[src/rtl/mem_arbiter.sv]
// Two-port round-robin arbiter in front of a single-port-write / combinational-read data RAM.
// Full-word writes and reads take one cycle to respond; partial writes do a read-merge-write cycle first.
module mem_arbiter #(
    parameter int unsigned DEPTH = 9,
    parameter int unsigned AW    = 4
) (
    input  logic          clk,
    input  logic          rst_n,
    input  logic [1:0]    req_i,
    input  logic [1:0]    we_i,
    input  logic [31:0]   addr0_i,
    input  logic [31:0]   addr1_i,
    input  logic [31:0]   wdata0_i,
    input  logic [31:0]   wdata1_i,
    input  logic [3:0]    be0_i,
    input  logic [3:0]    be1_i,
    output logic [1:0]    gnt_o,
    output logic [1:0]    rsp_valid_o,
    output logic          rsp_err_o,
    output logic [31:0]   rsp_rdata_o,
    output logic [AW-1:0] ram_raddr_o,
    input  logic [31:0]   ram_rdata_i,
    output logic [AW-1:0] ram_waddr_o,
    output logic [31:0]   ram_wdata_o,
    output logic          ram_we_o
);

    localparam int unsigned WW = 30;
    localparam logic [WW-1:0] DEPTH_W = WW'(DEPTH);

    typedef enum logic [1:0] {IDLE, MERGE, RESP} state_t;

    state_t        state_q, state_d;
    logic          prio_q, prio_d;
    logic          owner_q, owner_d;
    logic          we_q, we_d;
    logic          err_q, err_d;
    logic [AW-1:0] idx_q, idx_d;
    logic [31:0]   wdata_q, wdata_d;
    logic [3:0]    be_q, be_d;
    logic [31:0]   word_q, word_d;

    logic          sel;
    logic          accept;
    logic [WW-1:0] sel_word;
    logic [AW-1:0] sel_idx;
    logic          sel_oor;
    logic          sel_we;
    logic [31:0]   sel_wdata;
    logic [3:0]    sel_be;
    logic [31:0]   merged;

    // Byte offset bits carry no meaning for word accesses.
    logic unused_addr;
    assign unused_addr = ^{addr0_i[1:0], addr1_i[1:0]};

    // Port selection: contention resolved by prio, a lone requester always wins.
    always_comb begin
        sel       = (req_i == 2'b11) ? prio_q : req_i[1];
        sel_word  = sel ? addr1_i[31:2] : addr0_i[31:2];
        sel_idx   = sel_word[AW-1:0];
        sel_oor   = (sel_word >= DEPTH_W);
        sel_we    = sel ? we_i[1] : we_i[0];
        sel_wdata = sel ? wdata1_i : wdata0_i;
        sel_be    = sel ? be1_i : be0_i;
        accept    = (|req_i) && !rst_n;
        for (int n = 0; n < 4; n++) begin
            merged[8*n +: 8] = be_q[n] ? wdata_q[8*n +: 8] : word_q[8*n +: 8];
        end
    end

    always_comb begin
        state_d     = state_q;
        prio_d      = prio_q;
        owner_d     = owner_q;
        we_d        = we_q;
        err_d       = err_q;
        idx_d       = idx_q;
        wdata_d     = wdata_q;
        be_d        = be_q;
        word_d      = word_q;
        gnt_o       = 2'b00;
        rsp_valid_o = 2'b00;
        rsp_err_o   = 1'b0;
        rsp_rdata_o = 32'h0;
        ram_raddr_o = idx_q;
        ram_waddr_o = idx_q;
        ram_wdata_o = 32'h0;
        ram_we_o    = 1'b0;
        case (state_q)
            IDLE: begin
                ram_raddr_o = sel_idx;
                if (accept) begin
                    gnt_o   = sel ? 2'b10 : 2'b01;
                    prio_d  = ~sel;
                    owner_d = sel;
                    we_d    = sel_we;
                    err_d   = sel_oor;
                    idx_d   = sel_idx;
                    wdata_d = sel_wdata;
                    be_d    = sel_be;
                    word_d  = sel_oor ? 32'h0 : ram_rdata_i;
                    state_d = RESP;
                    if (!sel_oor && sel_we) begin
                        if (sel_be == 4'b1111) begin
                            ram_we_o    = 1'b1;
                            ram_waddr_o = sel_idx;
                            ram_wdata_o = sel_wdata;
                        end else if (sel_be != 4'b0000) begin
                            state_d = MERGE;
                        end
                    end
                end
            end
            MERGE: begin
                ram_we_o    = 1'b1;
                ram_wdata_o = merged;
                state_d     = RESP;
            end
            RESP: begin
                rsp_valid_o = owner_q ? 2'b10 : 2'b01;
                rsp_err_o   = err_q;
                rsp_rdata_o = (!we_q && !err_q) ? word_q : 32'h0;
                state_d     = IDLE;
            end
            default: state_d = IDLE;
        endcase
    end

    always_ff @(posedge clk or posedge rst_n) begin
        if (rst_n) begin
            state_q <= IDLE;
            prio_q  <= 1'b0;
            owner_q <= 1'b0;
            we_q    <= 1'b0;
            err_q   <= 1'b0;
            idx_q   <= '0;
            wdata_q <= 32'h0;
            be_q    <= 4'h0;
            word_q  <= 32'h0;
        end else begin
            state_q <= state_d;
            prio_q  <= prio_d;
            owner_q <= owner_d;
            we_q    <= we_d;
            err_q   <= err_d;
            idx_q   <= idx_d;
            wdata_q <= wdata_d;
            be_q    <= be_d;
            word_q  <= word_d;
        end
    end

endmodule

[config.mk]
export PLATFORM = sky130hd
export DESIGN_NAME = mem_arbiter
export DESIGN_NICKNAME = d
export VERILOG_FILES = /design/src/rtl/mem_arbiter.sv
export SDC_FILE = /design/constraint.sdc
export NUM_CORES = 1
export LEC_CHECK = 0
export CAP_MARGIN = 20
export CORE_MARGIN = 2
export CORE_UTILIZATION = 35
export CTS_CLUSTER_DIAMETER = 60
export CTS_CLUSTER_SIZE = 12
export DETAILED_ROUTE_END_ITERATION = 10
export GPL_TIMING_DRIVEN = 1
export PLACE_DENSITY = 0.71
export SLEW_MARGIN = 25
export SYNTH_ARGS = -nofsm -noshare
export SYNTH_HDL_FRONTEND = slang
export SYNTH_SLANG_ARGS = --single-unit
[constraint.sdc]
create_clock -name clk -period 4.5 [get_ports clk]
set_input_delay 1.35 -clock clk [delete_from_list [all_inputs] [get_ports clk]]
set_output_delay 1.35 -clock clk [all_outputs]
set_load 0.02 [all_outputs]
==> flow_metrics.tcl <==
set metrics [dict create \
    via_count 5011 \
    instances_no_fill 983 \
    synth-seq-area-share_pct 41.2 \
    pwr_density_cell_nw_per_um2 254 \
    syn_to_final_growth_pct 75.0 \
    grt_overflow 0 \
    post-route-util_pct 62.6 \
    ys.warnings.count 0 \
    io_buffers 247 \
    finalPower_mw 2.11 \
    clock_path_buffers 2 \
    cts_made_buffers 9 \
    core_area_um2 13200 \
    drv_slew 0 \
    antenna_found_initial 0 \
    worstSetupPathType "in -> out" \
    cts_tree "yes" \
    cts.sinks 78 \
    ant_nets 0 \
    hpwlAfterDp_mm 12.5 \
    synthArstFlopShare_pct 100 \
    start_kind "input port" \
    grtUsageTotal_pct 23.5 \
    num_rows 42 \
    clk_pin_slew_ns 0.06 \
    initial_core_util_pct 35.8 \
    synth_seq_cells 78 \
    end_kind "primary output" \
    setup_viol 0 \
    grt_pass1_wl_mm 26.7 \
    syn_nets 692 \
    post-route-period-util_pct 99.5 \
    place_congestion 0.814 \
    nNetsFinal 976 \
    p_leak_nw 3.68 \
    grt_max_degree 83 \
    rsz0062_at_grt "true" \
    dieWidth_um 120 \
    hold_path_class "reg -> reg" \
    maxCapViolations 0 \
    numPlacedInstances 953 \
    ir_drop_mv 0.191 \
    routedWlPerCell_um 17.6 \
    antenna_cells 0 \
    synth_flop_cell "dfrtp_1" \
    cts_max_level 3 \
    slew_headroom_pct 51.0 \
    fin_hold_ws_ns 0.484 \
    netlist_area_um2 4740 \
    cp_data_arrival_time_ns 3.13 \
    drt_first_pass_iters 4 \
    synth_cell_types 42 \
    synth.avg_cell_area_um2 9.15 \
    via_per_inst 5.10 \
    skew_ns 0.00870 \
    cp.required_ns 3.15 \
    synth_enable_flop_cells 0 \
    routed_wl_mm 17.3 \
    nFillCells 1140 \
    path_max_fanout 5 \
    die_h_um 120 \
    tightest_slew_ns 0.734 \
    status "finished, final reports clean" \
    clk-insertion-delay-late_ns 0.33 \
    die_area_um2 14500 \
    synthCells 518 \
    finalHoldViolCount 0 \
    grt_pass1_vias 5322 \
    drive_gt1_share_pct 24.2 \
    fmax_mhz 223 \
    drc 0 \
    root_buffer "clkbuf_16" \
    fin_crit_ns 4.48 \
    drt_iter0_drc 242 \
    ios 252 \
    cts_hold_buffers 0 \
]
-- logic make-up (layout without fill, tap and decap cells) --
logic type             Yosys count  after routing  synth area share, %
flip-flops                      78             78                 41.2
AO/OA/AOI/OAI                  126            126                 19.1
multiplexers                    77             77                 16.3
AND/OR/NAND/NOR                189            189                 18.7
buffers and inverters           48            337                 4.75
-- cells in the mapped netlist, types with 3 or more instances --
library cell  number  share of area, %
nand2_1          110               8.7
dfrtp_1           78                41
mux2i_1           76                16
o21ai_0           75               7.9
and2_1            33               4.4
o22ai_2           30               7.9
clkbuf_1          21               1.7
nor2_1            13               1.0
nor4_1            11               1.5
buf_2              9              0.95
inv_1              8              0.63
buf_1              5              0.40
o21ai_1            5              0.53
buf_6              4              0.95
nor3_1             4              0.42
nand2b_1           3              0.40
nand4_1            3              0.40
-- flip-flops by register name, indices dropped and copies added, names as in the netlist --
| signal | cells |
|---|---|
| wdata_q | 32 |
| err_q | 1 |
| owner_q | 1 |
| prio_q | 1 |
| be_q | 4 |
| state_q | 2 |
| we_q | 1 |
| word_q | 32 |
| idx_q | 4 |
-- cell usage in the layout, fill, tap and decap left out, types with 9 or more instances in the layout --
cell | netlist | routed
o22ai_4 | 0 | 11
nand2_1 | 110 | 109
dfrtp_1 | 78 | 78
o21ai_0 | 75 | 72
dlygate4sd2_1 | 0 | 47
mux2i_1 | 76 | 71
and2_1 | 33 | 33
clkbuf_16 | 0 | 9
o22ai_2 | 30 | 21
buf_4 | 1 | 73
clkdlybuf4s50_1 | 0 | 141
buf_6 | 4 | 19
buf_2 | 9 | 9
nor2_1 | 13 | 12
-- path summary, 6_finish.rpt --
check / startpoint / endpoint / slack (ns) / depth (start not counted)
max reg2reg: prio_q / word_q[26] / 2.18 / 9
max in group asynchronous: rst_n / wdata_q[31] / 2.74 / 3
max: req_i[0] / ram_waddr_o[2] / 0.02 / 9
min reg2reg: wdata_q[17] / wdata_q[17] / 0.48 / 2
min: wdata_q[17] / wdata_q[17] / 0.48 / 2
min in group asynchronous: rst_n / state_q[0] / 1.08 / 2
-- stage by stage --
step	cell area (um2)	setup WS (ns)	setup TNS, ns
2_1_floorplan	4740	0.163	0
3_5_place_dp	7670	-0.924	-33.16
4_1_cts	8220	0.00137	0
6_report	8300	0.0247	0
5_1_grt	8300	-0.0349	-0.121
3_3_place_gp	7660	-0.860	-30.99
-- worst max-delay path, cell delays in order --
cell	delay, ns
buf_6	0.10
nor2b_4	0.13
or3_4	0.40
a221oi_2	0.27
nand4b_1	0.21
buf_6	0.21
buf_12	0.14
mux2i_4	0.18
buf_6	0.14
-- metal layers --
| layer | part of all wire [%] | up-vias | routed length, um | GRT usage (%) |
|---|---|---|---|---|
| li1 | - | 2410 | - | - |
| met1 | 41 | 2392 | 7020 | 27.4 |
| met2 | 52 | 190 | 9050 | 43.4 |
| met3 | 5.3 | 19 | 922 | 3.82 |
| met4 | 1.9 | 0 | 326 | 8.07 |
| met5 | 0 | - | 0 | 0 |
-- area by class of cell --
class	count	area [um2]	area share, %
Tap cell	176	220	2.65
Timing Repair Buffer	313	2950	35.5
Clock buffer	10	239	2.88
Multi-Input combinational cell	392	2840	34.3
Sequential cell	78	1950	23.5
Inverter	8	35.0	0.422
Clock inverter	6	58.8	0.709
-- report_power, final --
| group | switching [mW] | internal, mW | leakage [nW] | total, mW |
|---|---|---|---|---|
| combinational | 0.246 | 0.289 | 2.52 | 0.535 |
| clock | 0.285 | 0.443 | 0.152 | 0.728 |
| sequential | 0.0721 | 0.772 | 1.01 | 0.845 |
-- repair_timing --
action | CTS | global route
endpoints found under the setup margin | 43 | 38
cloned | 3 | 0
hold endpoints to repair | 0 | 0
buffers inserted | 6 | 6
pin swaps | 23 | 16
resized for setup | 319 | 39
No activity file was read; power rests on OpenSTA's default activity.
==> RTL change 1, RTL diff (same settings) <==
The parameter `AW` goes from 4 to 5.
--- a/src/rtl/mem_arbiter.sv
+++ b/src/rtl/mem_arbiter.sv
@@ -3,5 +3,5 @@
 module mem_arbiter #(
     parameter int unsigned DEPTH = 9,
-    parameter int unsigned AW    = 4
+    parameter int unsigned AW    = 5
 ) (
     input  logic          clk,
Interface: changed (resized ram_raddr_o and ram_waddr_o); port bits go from 252 to 254. No check against the original RTL was run, so the function may have changed too.
==> RTL change 1 against the unedited design <==
The flow now finishes with violations (negative setup slack). Power shrank 1.9%. Global-route usage grew 0.28 points. Critical path depth up 1. Core utilization up 4.3 points. Final area rose by 1.4%. Sequential cell count up 1. Worst setup slack worse by 0.49 ns. Clock power decreased by 11%. First-iteration DRC count decreased by 24%. Die area is 4.9% lower. Area after synthesis decreased by 5.0%. Routed wire length is 6.7% lower. Non-clock buffer count increased by 16.
==> RTL change 1: results (changes against the unedited design) <==
[worst_setup_path]
worst_r2r_endpoint=word_q[20]  ; was word_q[26]
worst-path-max-fanout=7  ; was 5

[run_status]
run_status=finished with violations  ; was finished, final reports clean
violations_in_the_final_reports=negative setup slack

[timing]
post_route_setup_slack_ns=-0.464  ; was 0.0247 ns
report.final.setup_viol=37  ; was 0
worst_clock_skew_ns=0.00495  ; was 0.00870 ns

[layout]
layout.non_clock_buffers=329  ; was 313
layout.nonclk_buf_share_pct=37.0  ; was 35.5%
final.clkbuf_count=11  ; was 10
multi_input_gate_area_mm2=0.00279  ; was 0.00284 mm^2
antenna_cells_inserted=2  ; was 0
num-nonclk-inverters=10  ; was 8

[global_routing]
grt_util_met2_pct=41.3  ; was 43.4%
globalRouteTotalUtil_pct=23.8  ; was 23.5%
antenna_found_initial=2  ; was 0

[die]
core_region_area_mm2=0.0126  ; was 0.0132 mm^2

[synthesis]
yosys-top-cells-count=sky130_fd_sc_hd__dfrtp_1 (79), sky130_fd_sc_hd__mux2i_1 (77), sky130_fd_sc_hd__nand2_1 (50)  ; was sky130_fd_sc_hd__nand2_1 (110), sky130_fd_sc_hd__dfrtp_1 (78), sky130_fd_sc_hd__mux2i_1 (76)
postSynthNetCount=623  ; was 692
synth_mux_area_share_pct=17.6  ; was 16.3%

[detailed_routing]
wl_met1_um=6720  ; was 7020 um
initialDrtViolationCount=184  ; was 242
dr_wl_met2_um=8180  ; was 9050 um

[placed_design]
dp_cells=898  ; was 953
place.port_buffers=249  ; was 247
finalWeightedCongestion=0.914  ; was 0.814

[RTL change 1: changes by cell type after synthesis, sizes merged, moves of 3 or more]
cell    unedited run  this run
o21ai             80        50
nor2              13         9
clkbuf            21        24
nand2            110        50
a22o               1        32
buf               19        14
[RTL change 1: cells by family after synthesis]
family | after synthesis
compound gates | 122
simple gates | 121
buf+inv | 48
flops | 79
mux | 79
[RTL change 1: timing repair]
action	CTS	global route
gates cloned	2	0
pin swaps	25	14
resized for setup	303	38
endpoints found under the setup margin	45	43
buffers inserted	6	6
[RTL change 1: power groups by stage]
stage	Combinational [W]	Sequential (W)	Clock [W]
floorplan	0.000293	0.000825	0
global placement	0.000552	0.000861	0
detailed placement	0.000565	0.000865	0
CTS	0.000557	0.000853	0.000668
global route	0.000613	0.000865	0.000698
finish	0.000564	0.000854	0.000649
[RTL change 1: critical path, delay by kind of cell]
family	cells	cell delay (ns)
muxes	1	0.07
buffers and inverters	5	0.64
AOI/OAI and AO/OA	2	0.32
and+or+nand+nor	2	1.22
==> RTL change 2, RTL diff (same settings) <==
Without the edit above. Reset style: synchronous (`rst_n`), changed in one clocked block.
--- a/src/rtl/mem_arbiter.sv
+++ b/src/rtl/mem_arbiter.sv
@@ -128,5 +128,5 @@
     end
 
-    always_ff @(posedge clk or posedge rst_n) begin
+    always_ff @(posedge clk) begin
         if (rst_n) begin
             state_q <= IDLE;
Function: differs if rst_n is asserted again (counterexample within 4 cycles, from zero or initial values and one cycle with rst_n high); with rst_n held inactive, the same outputs for 10 cycles.
==> RTL change 2 against the unedited design <==
The run now ends with negative setup slack left. Final area up 9.6%. Sequential cell count unchanged. Sequential power down 11%. Area after synthesis up 8.0%. Power down 5.3%. Worst setup slack worse by 0.22 ns. Count of clock-buffer cells in the layout up 4. Routed wire length up 21%. Critical endpoint is now ram_wdata_o[0]. Largest power group unchanged.
==> RTL change 2: results (changes against the unedited design) <==
[global_routing]
grt_pass1_vias=6085  ; was 5322
pin_count_of_the_biggest_net_entering_global_routing=90  ; was 83

[placed_design]
finalWeightedCongestion=0.863  ; was 0.814
dp_hpwl_um=13600  ; was 12500 um
dpl_worst_slack_ns=-0.893  ; was -0.924 ns

[worst_setup_path]
r2r_slack_ns=2.28  ; was 2.18 ns
worst_r2r_endpoint=err_q  ; was word_q[26]
worst_setup_path_startpoint=addr1_i[29]  ; was req_i[0]
worst-path-max-fanout=6  ; was 5
r2r_start=prio_q  ; unchanged

[run_status]
violations_in_the_final_reports=negative setup slack
run_status=finished with violations  ; was finished, final reports clean

[timing]
report.final.setup_viol=36  ; was 0
worst-slew-pin-transition_ns=0.894  ; was 0.734 ns
whs_ns=0.458  ; was 0.484 ns
fin_setup_tns_ns=-3.90  ; was 0 ns
post_route_setup_slack_ns=-0.200  ; was 0.0247 ns
worst_clock_skew_ns=0.00745  ; was 0.00870 ns

[layout]
drive_gt1_share_pct=27.9  ; was 24.2%
fin_nets=1070  ; was 976

[synthesis]
synthesis.area_per_instance_um2=8.34  ; was 9.15 um^2
yosys-top-cells-area=sky130_fd_sc_hd__dfxtp_1 (30%), sky130_fd_sc_hd__o41ai_2 (8.9%), sky130_fd_sc_hd__nand2_1 (7.9%), sky130_fd_sc_hd__mux2i_1 (7.4%), sky130_fd_sc_hd__mux2_2 (7.3%)  ; was sky130_fd_sc_hd__dfrtp_1 (41%), sky130_fd_sc_hd__mux2i_1 (16%), sky130_fd_sc_hd__nand2_1 (8.7%), sky130_fd_sc_hd__o21ai_0 (7.9%), sky130_fd_sc_hd__o22ai_2 (7.9%)
yosysUniqueCellTypes=44  ; was 42
yosysSeqAreaShare_pct=30.5  ; was 41.2%

[pwr]
p_leak_nw=4.38  ; was 3.68 nW
vdd_drop_max_uv=146  ; was 191 uV

[hold_path]
timing.hold.worst_endpoint=wdata_q[26]  ; was wdata_q[17]

[detailed_routing]
final_routed_wire_length_divided_by_cell_count_um=19.3  ; was 17.6 um

RTL change 2: changes by cell type in the layout (fill, tap and decap cells not counted), sizes merged, moves of 10 or more:
cell	delta
a211oi	+35
dlygate4sd2	-10
buf	+27
mux2	+32
o22ai	-32
o41ai	+29
o21ai	-73
mux2i	-37
clkdlybuf4s15	+14
a21oi	+34
dfxtp	+78
dfrtp	-78
nand4b	+32
nor2	+39
RTL change 2: layout make-up:
| class | count | area, um^2 |
|---|---|---|
| inverters | 7 | 26.3 |
| clock buffers | 14 | 254 |
| well taps | 184 | 230 |
| fillers | 1247 | 5330 |
| clock inverters | 1 | 30.0 |
| repair buffers | 335 | 3150 |
| flip-flops and latches | 78 | 1560 |
| multi-input cells | 465 | 3840 |
RTL change 2: how the worst max path moves through the flow:
| stage | slack, ns | end |
|---|---|---|
| global route | -0.24 | ram_wdata_o[22] |
| detailed placement | -0.89 | ram_wdata_o[14] |
| CTS | -0.12 | ram_wdata_o[31] |
| global placement | -0.90 | ram_wdata_o[14] |
| floorplan | -0.14 | ram_wdata_o[0] |
| finish | -0.20 | ram_wdata_o[0] |
RTL change 2: report_power, final:
| group | switching, W | internal, W | total, W |
|---|---|---|---|
| sequential | 0.0000306 | 0.000725 | 0.000755 |
| clock | 0.000282 | 0.000443 | 0.000725 |
| combinational | 0.000250 | 0.000264 | 0.000514 |
| total | 0.000563 | 0.00143 | 0.00199 |
RTL change 2: routing by layer:
layer,track usage [%],up-vias,part of all wire [%]
met5,0,-,0
met4,8.82,0,2.4
met3,5.05,35,5.4
met2,46.2,221,51
met1,31.7,2790,41
li1,-,2813,-
RTL change 2: through the flow:
stage / std cells / instance area [um^2] / power, W
floorplan: 614 / 5360 / 0.000978
global placement: 1056 / 8450 / 0.00126
detailed placement: 1056 / 8450 / 0.00127
CTS: 1082 / 8990 / 0.00200
global route: 1084 / 9090 / 0.00208
finish: 1084 / 9090 / 0.00199
RTL change 2: timing repair:
item,CTS,global route
gates resized for setup,349,35
gates cloned,6,0
endpoints found under the setup margin,43,36
buffers inserted,6,4
pin swaps,22,10
RTL change 2: logic make-up after synthesis:
| family | Yosys count | synth area share (%) |
|---|---|---|
| flip-flops | 78 | 30.5 |
| AO/OA/AOI/OAI | 122 | 21.4 |
| multiplexers | 72 | 15.0 |
| AND/OR/NAND/NOR | 271 | 27.3 |
| buffers and inverters | 71 | 5.84 |
RTL change 2: critical path, cell delays in order:
cell                      delay (ns)
sky130_fd_sc_hd__buf_6          0.09
sky130_fd_sc_hd__or4_4          0.54
sky130_fd_sc_hd__o31ai_4        0.32
sky130_fd_sc_hd__nand4_4        0.16
sky130_fd_sc_hd__buf_4          0.18
sky130_fd_sc_hd__buf_12         0.14
sky130_fd_sc_hd__o41ai_4        0.35
sky130_fd_sc_hd__buf_4          0.21
